<file path="config.mk">
export PLATFORM = sky130hd
export DESIGN_NAME = regfile_write_arbiter
export DESIGN_NICKNAME = d
export VERILOG_FILES = /design/src/rtl/regfile_write_arbiter.sv
export SDC_FILE = /design/constraint.sdc
export NUM_CORES = 1
export LEC_CHECK = 0
export ABC_AREA = 1
export CAP_MARGIN = 20
export CELL_PAD_IN_SITES_DETAIL_PLACEMENT = 1
export CELL_PAD_IN_SITES_GLOBAL_PLACEMENT = 2
export CORE_MARGIN = 2
export CORE_UTILIZATION = 29
export CTS_CLUSTER_SIZE = 20
export DETAILED_ROUTE_END_ITERATION = 10
export PLACE_DENSITY = 0.79
export SKIP_CTS_REPAIR_TIMING = 1
export SYNTH_ARGS = -nofsm -noshare
export SYNTH_HDL_FRONTEND = slang
export SYNTH_SLANG_ARGS = --single-unit
</file>
<file path="constraint.sdc">
create_clock -name Clk -period 2.6 [get_ports Clk]
set_input_delay 0.52 -clock Clk [delete_from_list [all_inputs] [get_ports Clk]]
set_output_delay 0.52 -clock Clk [all_outputs]
set_load 0.1 [all_outputs]
</file>
<file path="src/rtl/regfile_write_arbiter.sv">
// Register-file write-port arbiter: pipeline writeback first, then a FIFO of late long-latency results.
// Optional same-cycle write-to-read bypass under REGFILE_WB_BYPASS_EN.
module regfile_write_arbiter #(
  parameter int DEPTH        = 4,
  parameter int STARVE_LIMIT = 8
) (
  input  logic        Clk,
  input  logic        Rst,
  input  logic        PipeValid,
  input  logic [4:0]  PipeReg,
  input  logic [31:0] PipeData,
  output logic        PipeStall,
  input  logic        LongValid,
  output logic        LongReady,
  input  logic [4:0]  LongReg,
  input  logic [31:0] LongData,
  output logic [31:0] Pending,
  output logic [4:0]  WriteRegister,
  output logic [31:0] WriteData,
  output logic        RegWrite,
  input  logic [4:0]  RdReg1,
  input  logic [4:0]  RdReg2,
  input  logic [31:0] RfData1,
  input  logic [31:0] RfData2,
  output logic [31:0] RdData1,
  output logic [31:0] RdData2
);

  localparam int PW = (DEPTH > 1) ? $clog2(DEPTH) : 1;
  localparam int CW = $clog2(DEPTH + 1);
  localparam int SW = $clog2(STARVE_LIMIT + 1);

  logic [4:0]       ent_reg_q  [DEPTH];
  logic [31:0]      ent_data_q [DEPTH];
  logic [DEPTH-1:0] vld_q, vld_d;
  logic [PW-1:0]    wr_ptr_q, wr_ptr_d;
  logic [PW-1:0]    rd_ptr_q, rd_ptr_d;
  logic [CW-1:0]    cnt_q, cnt_d;
  logic [SW-1:0]    starve_q, starve_d;
  logic             stall_q, stall_d;
  logic             we_q, we_d;
  logic [4:0]       wreg_q, wreg_d;
  logic [31:0]      wdata_q, wdata_d;

  logic pipe_req;
  logic fifo_ne;
  logic accept;
  logic push;
  logic pop;

  assign fifo_ne   = (cnt_q != '0);
  assign LongReady = (cnt_q < CW'(DEPTH));
  assign accept    = LongValid && LongReady;
  // Register 0 completes the handshake but is never stored.
  assign push      = accept && (LongReg != 5'd0);
  assign pipe_req  = !stall_q && PipeValid && (PipeReg != 5'd0);
  assign pop       = !pipe_req && fifo_ne;

  always_comb begin
    wr_ptr_d = wr_ptr_q;
    rd_ptr_d = rd_ptr_q;
    cnt_d    = cnt_q;
    vld_d    = vld_q;
    if (push) begin
      wr_ptr_d        = wr_ptr_q + PW'(1);
      vld_d[wr_ptr_q] = 1'b1;
    end
    if (pop) begin
      rd_ptr_d        = rd_ptr_q + PW'(1);
      vld_d[rd_ptr_q] = 1'b0;
    end
    unique case ({push, pop})
      2'b10:   cnt_d = cnt_q + CW'(1);
      2'b01:   cnt_d = cnt_q - CW'(1);
      default: cnt_d = cnt_q;
    endcase
  end

  always_comb begin
    starve_d = starve_q;
    stall_d  = 1'b0;
    if (pop || !fifo_ne) begin
      starve_d = '0;
    end else if (pipe_req) begin
      if (starve_q == SW'(STARVE_LIMIT - 1)) begin
        starve_d = '0;
        stall_d  = 1'b1;
      end else begin
        starve_d = starve_q + SW'(1);
      end
    end
  end

  always_comb begin
    we_d    = 1'b0;
    wreg_d  = wreg_q;
    wdata_d = wdata_q;
    unique case (1'b1)
      pipe_req: begin
        we_d    = 1'b1;
        wreg_d  = PipeReg;
        wdata_d = PipeData;
      end
      pop: begin
        we_d    = 1'b1;
        wreg_d  = ent_reg_q[rd_ptr_q];
        wdata_d = ent_data_q[rd_ptr_q];
      end
      default: ;
    endcase
  end

  always_ff @(posedge Clk or posedge Rst) begin
    if (Rst) begin
      vld_q    <= '0;
      wr_ptr_q <= '0;
      rd_ptr_q <= '0;
      cnt_q    <= '0;
      starve_q <= '0;
      stall_q  <= 1'b0;
      we_q     <= 1'b0;
      wreg_q   <= '0;
      wdata_q  <= '0;
    end else begin
      vld_q    <= vld_d;
      wr_ptr_q <= wr_ptr_d;
      rd_ptr_q <= rd_ptr_d;
      cnt_q    <= cnt_d;
      starve_q <= starve_d;
      stall_q  <= stall_d;
      we_q     <= we_d;
      wreg_q   <= wreg_d;
      wdata_q  <= wdata_d;
    end
  end

  // Payload storage needs no reset; vld_q qualifies every entry.
  always_ff @(posedge Clk) begin
    if (push) begin
      ent_reg_q[wr_ptr_q]  <= LongReg;
      ent_data_q[wr_ptr_q] <= LongData;
    end
  end

  always_comb begin
    Pending = '0;
    for (int i = 0; i < DEPTH; i++) begin
      if (vld_q[i]) Pending[ent_reg_q[i]] = 1'b1;
    end
  end

  assign PipeStall     = stall_q;
  assign RegWrite      = we_q;
  assign WriteRegister = wreg_q;
  assign WriteData     = wdata_q;

`ifdef REGFILE_WB_BYPASS_EN
  assign RdData1 = (we_q && wreg_q == RdReg1 && RdReg1 != 5'd0)
                 ? wdata_q : RfData1;
  assign RdData2 = (we_q && wreg_q == RdReg2 && RdReg2 != 5'd0)
                 ? wdata_q : RfData2;
`else
  assign RdData1 = RfData1;
  assign RdData2 = RfData2;
`endif

endmodule

</file>
Yosys cells after proc, flatten, opt, wreduce, memory -nomap -nowiden. Memory sizes are Yosys's and may differ from the RTL's. Index checks and enable logic that the tools add are counted.

$add $sub $neg: 5. $mul: 0. Divide/modulo/power cells: 0. $lt $le $gt $ge: 13. Eq/ne operators: 3. Shifts and indexed selects: 0. Muxes and demuxes: 30. Bitwise gates (word level): 6. Reductions and logical operators: 22.

Operators by type and width (number): 2-to-1 mux 32 bit (4); bitwise OR 32 bit (3); one-hot mux 32 bit (2 select lines) (1); less-than comparator 5 x 6 -> 1 bit, second input constant (4); demux 1 bit (select 5 bit) (4); greater-or-equal comparator 5 x 1 -> 1 bit, second input constant (4); 2-to-1 mux 4 bit (5); 2-to-1 mux 1 bit (12); logical AND 1 bit (11); one-hot mux 5 bit (2 select lines) (1); nonzero test 5 bit (2); less-than comparator 2 x 3 -> 1 bit, second input constant (2); one-hot mux 3 bit (2 select lines) (1); nonzero test 2 bit (3); adder 2 x 1 -> 2 bit, second input constant (2); adder 4 x 1 -> 4 bit, second input constant (1); bitwise AND 4 bit (1); demux 1 bit (select 2 bit) (2); == test 4 x 3 -> 1 bit, second input constant (1); greater-or-equal comparator 2 x 1 -> 1 bit, second input constant (2); inverter 4 bit (1); bitwise OR 4 bit (1); adder 3 x 1 -> 3 bit, second input constant (1); zero test 1 bit (3); other kinds (7) (7).

Register bits: 54. Bits in latches: 0. Memory bits (writable): 148. Memory bits (read-only): 0. Input port bits: 152. Word-level logic and storage cells: 90. Memories kept: 2.

Memory list: ent_data_q (words 4, width 32, read ports 1, clocked after memory_dff 0, write ports 1, line 34) `logic [31:0] ent_data_q [DEPTH];`; ent_reg_q (words 4, width 5, read ports 5, clocked after memory_dff 0, write ports 1, line 33) `logic [4:0] ent_reg_q [DEPTH];`.

Logic depth before layout (Yosys ltp).
Word-level depth: 11. Gate-level depth with buffers: 12. Depth with buffers taken out: 11.

Worst setup path before layout. No wires, ideal clock.

Path type: reg2out. Start: mem ent_reg_q[3][1]. End: out Pending[0]. Arrival time: 2.295 ns. Path slack: -0.215 ns. Cell stages (with the launch flop): 4. Path buffers: 0. Cell sequence: edfxtp_1 inv_1 nand3_1 o221ai_1.

RTL lines: start: declaration (line 33); end: declaration (line 17) `output logic [31:0] Pending,`.

Worst setup path after layout.
Start: reg vld_q[2]. End: out Pending[31].

Longest elaborated chain between the ends: 3.

RTL lines: start: declaration (line 35) `logic [DEPTH-1:0] vld_q, vld_d;`; start signal: assignment (line 125) `vld_q <= vld_d;`; 2-to-1 mux 32 bit (*) (line 148) `if (vld_q[i]) Pending[ent_reg_q[i]] = 1'b1;`; bitwise OR 32 bit (no source line); 2-to-1 mux 32 bit (*) (line 148).

Every way passes the cells marked *; elsewhere a longest branch is shown, timed or not.

==> flow_summary.yaml <==
die:
  ios: 288
  coreArea_mm2: 0.03254
  die_w_um: 185.8
  row_count: 66
  die_y_um: 185.8
  die_area_mm2: 0.03451
  start_util_pct: 29.45
power:
  leakage_nw: 4.738
  intPower_mw: 7.819
  p_per_area_mw_per_mm2: 1153
  ir_drop_uv: 707.9
  power_mw: 14.28
  p_comb_share_pct: 45.1
  switching_power_mw: 6.464
  netSwitchingFraction_pct: 45.25
  seqPwrFrac_pct: 32.2
  power_frac_clock_pct: 22.7
drt:
  drt_iter0_markers: 323
  vias: 7407
  route.detailed.drc: 0
  drt_wl_total_mm: 28.95
  postRouteAntennaNets: 0
  drtPass1Iterations: 4
  via_per_inst: 4.922
  wl_per_cell_um: 19.23
synth:
  netlist_area_mm2: 0.009582
  ys_seq_elements: 202
  seq_area_frac_synth_pct: 60.49
  yosysTopAreaCell: "edfxtp_1"
  synth.most_common_cell: "edfxtp_1"
  yosysTopAreaCellShare_pct: 46.38
  ys_types: 28
  yosys-top-cells-area: "edfxtp_1 (46%), dfrtp_1 (14%), nand3_1 (6.9%)"
  syn-num-nets: 1106
  synth_edf_count: 148
  netlist_instances: 943
  ys.flop_type: "edfxtp_1"
  yosysWarnings: 0
  synthArstFlopShare_pct: 26.73
  syn_avg_cell_area_um2: 10.16
  yosys-top-cells-count: "edfxtp_1 (148), nand3_1 (132), nor2_1 (127)"
clocking:
  cts_max_path_buffers: 3
  cts_tree: "done"
  cts_buffers: 23
  clk_pin_slew_ps: 60
  clock-sinks: 202
  htreeDepth: 1
  clk_latency_ps: 510
  cts-root-buf: "clkbuf_16"
global_routing:
  grt_max_degree: 82
  grt_antenna_before_repair: 1
  grt_pass1_vias: 7717
  grt.total_usage_pct: 16.74
  grt_pass1_wl_mm: 44.34
  overflow: 0
sta:
  tightest_slew_ps: 680.3
  clock.fmax_mhz: 387.5
  finalCritPeriodShare_pct: 99.26
  slew_viol_final: 0
  clock_skew_ps: 14.87
  setup_violations: 0
  fin_crit_ps: 2581
  rsz0062_at_grt: "true"
  fin_ws_ps: 19.16
  slew_headroom_pct: 54.65
  hold_viol: 0
worst_setup_path:
  critPathArrivalTime_ps: 2060
  critPathLaunchType: "flip-flop"
  required_ps: 2080
  path_max_fanout: 8
  critPathCaptureType: "output port"
  crit_type: "flip-flop to output port"
placed_design:
  dp.cells: 1463
  place_ws_ps: -240.4
  port_buffers: 149
  hpwl_mm: 19.46
  gp_congestion: 0.8894
finish:
  fin_util_pct: 38.08
  syn_to_final_growth_pct: 29.30
  finalNonFillerCells: 1505
  nNetsFinal: 1209
  drive_gt1_share_pct: 18.27
outcome:
  status: "finished, final reports clean"
hold_path:
  holdCritPathClass: "input port to asynchronous set/reset pin"
job:
  maxCapViolCount: 0
==> layer usage <==
metal  global-route usage [%]  vias to the layer above  wire length, um
met3                    2.641                       78             1395
met1                    19.67                     3691            11800
met2                    30.53                      195            14820
met4                    6.425                        0              937
li1                         -                     3443                -
met5                        0                        -                0
==> power groups by stage <==
stage | Sequential [mW] | Clock [mW] | Combinational [mW]
final | 4.59 | 3.24 | 6.45
after global routing | 4.67 | 3.45 | 6.93
after CTS | 4.58 | 3.33 | 6.52
after detailed placement | 4.63 | 0 | 6.50
after global placement | 4.61 | 0 | 6.39
after floorplan | 6.48 | 0 | 3.08
==> critical path, cell delays in order, from the launching register on <==
cell and delay [ps]:
dfrtp_1 480, nand3_1 400, o22ai_1 320, or2_2 190, buf_12 180
==> cells by family after synthesis <==
group | count (synthesis) | share of synthesized area [%]
AND/OR/NAND/NOR | 408 | 18.54
adder cells (fa/ha/maj) | 11 | 1.515
AO/OA/AOI/OAI | 164 | 9.663
flip-flops | 202 | 60.49
XOR/XNOR | 5 | 0.4570
buffers and inverters | 153 | 9.337
==> cells in the final DEF (no fill, tap or decap), types with 2 or more instances in the layout <==
master | Yosys | layout
bufinv_16 | 0 | 3
clkdlybuf4s50_1 | 0 | 77
nor2_1 | 127 | 127
o221ai_2 | 0 | 7
buf_12 | 0 | 42
clkinv_1 | 0 | 4
o21ai_1 | 16 | 16
dfrtp_1 | 54 | 52
o211ai_1 | 5 | 5
o21ai_0 | 87 | 87
nand3_2 | 0 | 14
ha_1 | 10 | 10
nand2_1 | 119 | 119
o221ai_1 | 10 | 3
dfrtp_2 | 0 | 2
nand3_1 | 132 | 118
buf_4 | 72 | 61
nor3_1 | 4 | 4
edfxtp_1 | 148 | 148
or2_2 | 22 | 22
clkbuf_8 | 0 | 3
a21oi_1 | 2 | 2
inv_2 | 3 | 9
clkbuf_1 | 7 | 4
o22ai_1 | 44 | 44
inv_1 | 47 | 41
clkbuf_16 | 0 | 23
clkinv_2 | 0 | 3
xor2_1 | 4 | 4
==> sequential cells by signal, summed over array words and instances, names as in the netlist, 2 cells and up <==
name           count
starve_q           4
WriteData         32
rd_ptr_q           2
ent_data_q       128
wr_ptr_q           2
WriteRegister      5
ent_reg_q         20
vld_q              4
cnt_q              3
==> metrics by stage <==
stage                     cell area [um^2]  TNS [ps]  hold WS [ps]
after global placement               11540     -1185         466.3
after floorplan                       9614     -1068         442.4
final                                12390         0         394.7
after CTS                            12300    -521.7         385.9
after global routing                 12390    -32.93         439.9
after detailed placement             11540     -1691         475.6
==> cell type report <==
cell class | count | area (um^2)
Fill cell | 3607 | 20150
Sequential cell | 202 | 5798
Multi-Input combinational cell | 588 | 3012
Timing Repair Buffer | 180 | 2069
Clock buffer | 30 | 631.9
Tap cell | 442 | 553.0
Inverter | 51 | 193.9
Clock inverter | 11 | 128.9
Antenna cell | 1 | 2.502
==> worst paths after layout <==
path / from / end / slack (ps) / cells after the start
max in group asynchronous: Rst / rd_ptr_q[0] / 1890 / 3
max: vld_q[2] / Pending[31] / 20 / 4
max reg2reg: PipeStall / PipeStall / 430 / 6
min: Rst / WriteData[10] / 390 / 3
min reg2reg: starve_q[0] / starve_q[0] / 480 / 1
min in group Clk: starve_q[0] / starve_q[0] / 480 / 1
Note: power is estimated with default switching activity, not from simulation.
